[config.mk]
export PLATFORM = sky130hd
export DESIGN_NAME = modred_pipe
export DESIGN_NICKNAME = d
export VERILOG_FILES = /design/src/rtl/modred_pipe.sv
export SDC_FILE = /design/constraint.sdc
export NUM_CORES = 2
export LEC_CHECK = 0
export CAP_MARGIN = 30
export CORE_ASPECT_RATIO = 0.5
export CORE_MARGIN = 4
export CORE_UTILIZATION = 40
export CTS_CLUSTER_DIAMETER = 40
export DETAILED_ROUTE_END_ITERATION = 8
export DONT_BUFFER_PORTS = 1
export SLEW_MARGIN = 20
export SYNTH_ARGS = -nofsm -noshare
export SYNTH_HDL_FRONTEND = slang
export SYNTH_SLANG_ARGS = --single-unit
[constraint.sdc]
create_clock -name clk -period 20.4 [get_ports clk]
set_clock_uncertainty 0.15 [all_clocks]
set_input_delay 5.1 -clock clk [delete_from_list [all_inputs] [get_ports clk]]
set_output_delay 5.1 -clock clk [all_outputs]
set_load 0.05 [all_outputs]
[src/rtl/modred_pipe.sv]
// modred_pipe: word-level Montgomery reduction pipeline for NTT-friendly
// primes q = qH*2^W_SIZE + 1. An input capture slot is followed by
// L = ceil(DATA_W/W_SIZE) three-slot reduction stages and a final
// conditional-subtraction slot. Result: C = T * 2^(-L*W_SIZE) mod q, in [0,q).
// qH, tag and valid travel with each sample, so moduli may be interleaved.
// Latency is 3*L+1 enabled cycles; en=0 freezes every register.
module modred_pipe #(
  parameter int DATA_W = 32,
  parameter int W_SIZE = 16,
  parameter int TAG_W  = 8
) (
  input  logic                     clk,
  input  logic                     reset,
  input  logic                     en,
  input  logic                     in_valid,
  input  logic [2*DATA_W-1:0]      in_t,
  input  logic [DATA_W-W_SIZE-1:0] in_qh,
  input  logic [TAG_W-1:0]         in_tag,
  output logic                     out_valid,
  output logic [DATA_W-1:0]        out_c,
  output logic [TAG_W-1:0]         out_tag,
  output logic                     busy
);

  localparam int L    = (DATA_W + W_SIZE - 1) / W_SIZE;
  localparam int QH_W = DATA_W - W_SIZE;

  // Width of the T value on segment k: segment 0 is the raw product,
  // segment k>0 is the output of stage k, which is below q*(2^((L-k)*W)+2)
  // and so needs DATA_W+(L-k)*W_SIZE bits plus one guard bit.
  function automatic int segW(input int k);
    if (k == 0) return 2 * DATA_W;
    return DATA_W + (L - k) * W_SIZE + 1;
  endfunction

  // Bit offset of segment k inside the flat T bus.
  function automatic int segOff(input int k);
    int s;
    s = 0;
    for (int i = 0; i < k; i++) s += segW(i);
    return s;
  endfunction

  localparam int FLAT_W = segOff(L + 1);
  localparam int V_OFF  = segOff(L);

  // All inter-stage T values live in one flat bus so each stage can carry
  // exactly its own width without padding bits left dangling.
  logic [FLAT_W-1:0] w_flatT;
  logic [QH_W-1:0]   w_qh  [0:L];
  logic [TAG_W-1:0]  w_tag [0:L];
  logic [L:0]        w_valid;
  logic [L-1:0]      w_stageBusy;

  logic [2*DATA_W-1:0] r_tIn;
  logic [QH_W-1:0]     r_qhIn;
  logic [TAG_W-1:0]    r_tagIn;
  logic                r_vIn;

  // Input capture valid bit: takes a new sample on each enabled cycle.
  always_ff @(posedge clk or posedge reset) begin
    if (reset) begin
      r_vIn <= 1'b0;
    end else if (en) begin
      r_vIn <= in_valid;
    end
  end

  // Input capture data: unreset, qualified by r_vIn, frozen while stalled.
  always_ff @(posedge clk) begin
    if (en) begin
      r_tIn   <= in_t;
      r_qhIn  <= in_qh;
      r_tagIn <= in_tag;
    end
  end

  assign w_flatT[segW(0)-1:0] = r_tIn;
  assign w_qh[0]              = r_qhIn;
  assign w_tag[0]             = r_tagIn;
  assign w_valid[0]           = r_vIn;

  for (genvar k = 1; k <= L; k++) begin : gStage
    localparam int IW   = segW(k - 1);
    localparam int OW   = segW(k);
    localparam int IOFF = segOff(k - 1);
    localparam int OOFF = segOff(k);

    logic [IW-1:0]        w_tIn;
    logic [DATA_W-1:0]    w_prod;
    logic [IW-1:0]        r_t1;
    logic [W_SIZE-1:0]    r_m1;
    logic [IW-W_SIZE-1:0] r_th2;
    logic                 r_cy2;
    logic [DATA_W-1:0]    r_p2;
    logic [OW-1:0]        r_t3;
    logic [QH_W-1:0]      r_qh1, r_qh2, r_qh3;
    logic [TAG_W-1:0]     r_tag1, r_tag2, r_tag3;
    logic                 r_v1, r_v2, r_v3;

    assign w_tIn  = w_flatT[IOFF +: IW];
    // qH*M: a (DATA_W-W_SIZE) x W_SIZE product that fits DATA_W bits.
    assign w_prod = DATA_W'(r_qh1) * DATA_W'(r_m1);

    // Valid bits of the three slots shift together with the data.
    always_ff @(posedge clk or posedge reset) begin
      if (reset) begin
        r_v1 <= 1'b0;
        r_v2 <= 1'b0;
        r_v3 <= 1'b0;
      end else if (en) begin
        r_v1 <= w_valid[k-1];
        r_v2 <= r_v1;
        r_v3 <= r_v2;
      end
    end

    // S1 picks M = -TL mod 2^W, S2 splits T and forms qH*M, S3 adds
    // P + TH + CY which equals (T + M*q) / 2^W with nothing dropped.
    // CY is the carry out of TL + M, set exactly when TL is nonzero.
    always_ff @(posedge clk) begin
      if (en) begin
        r_t1   <= w_tIn;
        r_m1   <= W_SIZE'(0) - w_tIn[W_SIZE-1:0];
        r_qh1  <= w_qh[k-1];
        r_tag1 <= w_tag[k-1];
        r_th2  <= r_t1[IW-1:W_SIZE];
        r_cy2  <= |r_t1[W_SIZE-1:0];
        r_p2   <= w_prod;
        r_qh2  <= r_qh1;
        r_tag2 <= r_tag1;
        r_t3   <= OW'(r_p2) + OW'(r_th2) + OW'(r_cy2);
        r_qh3  <= r_qh2;
        r_tag3 <= r_tag2;
      end
    end

    assign w_flatT[OOFF +: OW] = r_t3;
    assign w_qh[k]             = r_qh3;
    assign w_tag[k]            = r_tag3;
    assign w_valid[k]          = r_v3;
    assign w_stageBusy[k-1]    = r_v1 | r_v2 | r_v3;
  end

  logic [DATA_W:0]   w_v;
  logic [DATA_W-1:0] w_q;
  logic [DATA_W-1:0] w_sub;
  logic              w_geq;
  logic              r_outValid;
  logic [DATA_W-1:0] r_outC;
  logic [TAG_W-1:0]  r_outTag;

  // The last stage leaves V < 2q, so one conditional subtract finishes it.
  // The modulus is rebuilt from the qH that travelled with this sample.
  // The difference is below 2^DATA_W, so the subtract needs no top bit.
  assign w_v   = w_flatT[V_OFF +: DATA_W+1];
  assign w_q   = {w_qh[L], W_SIZE'(1)};
  assign w_geq = (w_v >= {1'b0, w_q});
  assign w_sub = w_v[DATA_W-1:0] - w_q;

  // Correction slot: results only overwrite out_c/out_tag when valid,
  // so an empty pipeline keeps showing the last result.
  always_ff @(posedge clk or posedge reset) begin
    if (reset) begin
      r_outValid <= 1'b0;
      r_outC     <= '0;
      r_outTag   <= '0;
    end else if (en) begin
      r_outValid <= w_valid[L];
      if (w_valid[L]) begin
        r_outC   <= w_geq ? w_sub : w_v[DATA_W-1:0];
        r_outTag <= w_tag[L];
      end
    end
  end

  assign out_valid = r_outValid;
  assign out_c     = r_outC;
  assign out_tag   = r_outTag;
  assign busy      = r_vIn | (|w_stageBusy) | r_outValid;

endmodule

# Yosys cells after proc, flatten, opt, wreduce, memory -nomap -nowiden
# Cells that the tools add are included.
[totals]
out_inout_bits = 42
register_bits = 654
input_bits = 92
wordCells = 58
[op_classes]
add_sub_neg = 7
order_cmp = 1
bitwise = 6
reduce_logical = 4
mul = 2
n_mux = 1
[ops]
columns = ["operator", "count"]
rows = [
  ["16-bit by 16-bit multiplier with 32-bit output", 2],
  ["32-bit by 48-bit adder with 49-bit output", 1],
  ["49-bit by 1-bit adder with 49-bit output", 1],
  ["32-bit by 33-bit adder with 33-bit output", 1],
  ["33-bit by 1-bit adder with 33-bit output", 1],
  ["33-bit by 32-bit >= comparator with 1-bit output", 1],
  ["32-bit 2-to-1 mux", 1],
  ["16-bit OR reduction", 2],
  ["1-bit by 16-bit subtractor with 16-bit output, first input constant", 2],
  ["32-bit subtractor", 1],
  ["1-bit bitwise OR", 6],
  ["2-bit AND reduction", 1],
  ["2-bit OR reduction", 1],
]

# Logic depth before layout (Yosys ltp)
[depth]
word_depth = 5
depth_mapped = 25
depth_no_buf = 24

# Least setup slack after synthesis
# No wires, ideal clock.
[synth_path]
kind = "reg-to-reg"
from = "register gStage[2].r_m1[9]"
to = "register gStage[2].r_p2[31], data pin"
required_ns = 19.990
period_less_slack_ns = 6.581
setup_ns = 0.260
stages_incl_launch_ff = 25
path_buffers = 1
arrival_time_ns = 6.171
slack_ns = 13.819
path_cell_list = "edfxtp_1 clkbuf_1 nand2_1 fa_1 inv_1 fa_1 inv_1 fa_1 inv_1 fa_1 fa_1 inv_1 fa_1 inv_1 ha_1 nand3_1 or2_2 a2111oi_0 o211ai_1 a21bo_2 a21oi_1 nand4_1 nand4b_1 a21oi_1 xnor2_1"
[synth_via]
elab_chain_len = 1
[synth_rtl]
columns = ["element", "line", "rtl"]
rows = [
  ["start, declared", "92", "logic [W_SIZE-1:0] r_m1;"],
  ["start signal, assigned", "124", "r_m1 <= W_SIZE'(0) - w_tIn[W_SIZE-1:0];"],
  ["16-bit by 16-bit multiplier with 32-bit output", "103", "assign w_prod = DATA_W'(r_qh1) * DATA_W'(r_m1);"],
  ["net gStage[2].w_prod[31]", "90", "logic [DATA_W-1:0] w_prod;"],
  ["end signal, assigned", "129", "r_p2 <= w_prod;"],
  ["end, declared", "95", "logic [DATA_W-1:0] r_p2;"],
]
# The timed path passes the listed nets, and every way through them passes these cells.
# A chain may end at the register's enable or synchronous reset.

# Worst setup path in the final report
[layout_path]
from = "input en"
to = "register r_outTag[7] (netlist: out_tag[7])"
[layout_via]
elab_chain_len = 1
[layout_rtl]
columns = ["element", "line", "rtl"]
rows = [
  ["start, declared", "14", "input logic en,"],
  ["2-bit AND reduction (no line)", "--", ""],
  ["end signal, assigned", "172", "r_outTag <= w_tag[L];"],
  ["end, declared", "151", "logic [TAG_W-1:0] r_outTag;"],
]
# No other way between the ends.

==> summary.md <==
| Metric | Value |
|---|---|
| I/O pins | 134 |
| FF+latch count, synth | around 650 |
| Root buf cell | clkbuf_16 |
| WHS Path Cells | 0 |
| H-Tree Level Count | 3 |
| CTS tree | yes |
| GP Congestion | slightly below 0.9 |
| Gr ovfl total | 0 |
| Yosys warnings | 0 |
| Core footprint | 0.103 mm² |
| First-pass GRT wire length | 139,000 µm |
| Cell variety after synth | 69 |
| Met2 Resource Use GR | between 20% and 30% |
| Max Freq | 101 MHz |
| Starting Density | 40.5% |
| Routed wire per std cell | 17.8 µm |
| GR Util met1 | 21.6% |
| Top Usage Layer GRT | met2 |
| Hold_sp | gStage[1].r_t3[40] |
| Main flop type after synthesis | edfxtp_1 |
| Post-CTS sizing | 0 |
| DRT Wirelength | ~87,000 µm |
| # clock sinks | 652 |
| Largest net degree at the start of global routing | 616 |
| Syn_area_per_cell | 12.2 µm² |
| Clock latency at the later pin of the worst-skew pair | 0.66 ns |
| Number of global-route vias before repair | 25,451 |
| Routing usage on met3 | between 3 and 4% |
| Fin area | around 0.046 mm² |
| Slew @ Worst Pin | 4.53 ns |
| Detailed Place HPWL | 63,100 µm |
| Tcrit/Tclk final | 48.3% |
| Slew Limit Fails | 551 |
| Final #Nets | 4,193 |
| Ant diodes | 0 |
| Status | finished, violations left |
| CTS buffer count | 75 |
| CP Max Fanout | 615 |
| Core Util, Final | 44.5% |
| Setup TNS | 0 ns |
| Async SR Flop Fraction | 7.36% |
| Worst Hold End | gStage[2].r_t1[40] |
| EDFF count, synth | 604 |
| RSZ-0062 raised after global routing | no |
| Num rows | 83 |
| Post CTS Setup Buffer Count | 0 |
| Vias per inst | 4.98 |
| CP Data Required Time | 20.79 ns |
| Max-slew headroom | -202% |
| Syn-to-layout area delta | 9.67% |
| Post-route antenna net violation count | 0 |
| Failing checks | slew limit |
| Worst R2R Path Depth | 23 |
| Worst reg2reg setup slack | 12.90 ns |
| Die outline width | 465 µm |
| Capture point of the worst reg-to-reg path | gStage[2].r_p2[31] |
| Hold Path Class | register to register |
| Number of cells produced by synthesis | 3,422 |
| Hold-fix buffers, CTS | 0 |
| Post-route DRC | 0 |
| Number of port buffers | 0 |
| Dpl cell area | 0.0433 mm² |
| Max-cap violation count | 0 |
| Via Count | 24,322 |
| Tot GR Track Use | roughly 16% |
| Final setup fails | 0 |
| CP Data Arrival Time | 10.25 ns |
| Fin. Hold Viols | 0 |
| Post-Syn Nets | approximately 4,200 |
| CP endpoint kind | register |
| Kind of critical path | input port to register |
| Antenna violations before repair | 4 |
| Die area | 0.110 mm² |
| CTS max path bufs | 3 |
| Register area share after synthesis | a little under half |
| Cell Area, Synth | 0.0418 mm² |
| Minimum clock period | 9.86 ns |
| Number of DRC markers in iteration 0 | 1,773 |
| DR pass1 iterations | 5 |
| Reg clk slew, reported paths | 0.07 ns |
| Startpoint Class | input port |
| Layout cells sized above 1 | 4.54% |
| Die H | 237 µm |
| RR Startpoint | gStage[2].r_qh1[6] |
-- synthesized netlist by cell type (all sizes together), types with 33 or more instances --
master,instances,share of area (%)
edfxtp,604,43
inv,500,4.5
fa,392,19
nand2,380,3.4
ha,290,8.7
and2,242,3.6
a21oi,132,1.6
xnor2,120,2.5
o21ai,96,1.1
nor2,86,0.79
clkbuf,79,0.71
xor2,63,1.3
a21o,59,1.1
dfrtp,48,2.9
nand3,33,0.40
-- worst max-delay path, stage by stage --
cell and delay, ns:
nand2_2 2.19, buf_4 0.54, mux2_2 0.39
-- worst max path at each step --
stage                             from                  to
finish                              en          out_tag[7]
global route        gStage[2].r_qh1[6]  gStage[2].r_p2[31]
CTS                 gStage[2].r_qh1[6]  gStage[2].r_p2[31]
detailed placement  gStage[2].r_qh1[6]  gStage[2].r_p2[31]
global placement    gStage[2].r_qh1[6]  gStage[2].r_p2[31]
floorplan            gStage[2].r_m1[9]  gStage[2].r_p2[31]
-- metrics by stage --
step           hold WS [ns]  cells  setup WS (ns)
3_3_place_gp          0.250   4742          13.10
3_5_place_dp          0.255   4743          12.95
2_1_floorplan         0.250   3422          13.82
6_report              0.236   4883          10.54
5_1_grt               0.238   4883          12.42
4_1_cts               0.230   4882          12.90
-- registers in the layout, indices dropped and copies added, names as in the netlist, 30 cells and up --
name and flops:
gStage.r_m1 30, gStage.r_p2 64, gStage.r_qh1 32, gStage.r_qh2 32, gStage.r_qh3 32, gStage.r_t1 113
gStage.r_t3 82, gStage.r_th2 81, gStage.w_tIn 64, out_c 32
-- area by class of cell --
cell class | count | area, µm²
fillers | 9351 | 57300
clock inverters | 49 | 629
flip-flops and latches | 652 | 19300
inverters | 500 | 1880
clock buffers | 90 | 1950
repair buffers | 4 | 42.5
multi-input cells | 2186 | 20200
well taps | 1402 | 1750
-- placed cells by master, fill, tap and decap left out, types with 63 or more instances in the layout --
cell type / synthesis / layout
nand2_1: 379 / 378
clkbuf_16: 0 / 75
a21oi_1: 132 / 132
ha_1: 290 / 290
xnor2_1: 120 / 120
inv_1: 500 / 499
edfxtp_1: 604 / 604
fa_1: 392 / 392
xor2_1: 63 / 63
and2_1: 242 / 242
nor2_1: 85 / 85
o21ai_0: 67 / 67
-- layer usage --
| metal | part of all wire (%) | vias to the layer above | wire [µm] |
|---|---|---|---|
| li1 | - | 11441 | - |
| met4 | 2.9 | 8 | 2550 |
| met3 | 5.7 | 158 | 4920 |
| met1 | 45 | 12096 | 38700 |
| met5 | 0.062 | - | 54 |
| met2 | 47 | 619 | 40600 |
-- cell families after synthesis --
logic type | synth area share (%)
AND/OR/NAND/NOR | 10.6
XOR/XNOR | 3.83
buffers and inverters | 5.30
multiplexers | 0.668
adder cells (fa/ha/maj) | 27.5
flip-flops | 46.3
AO/OA/AOI/OAI | 5.85
Power is left out: the tool's default activity adds up to more than one toggle a clock period on the data nets, which glitch-free logic cannot reach.
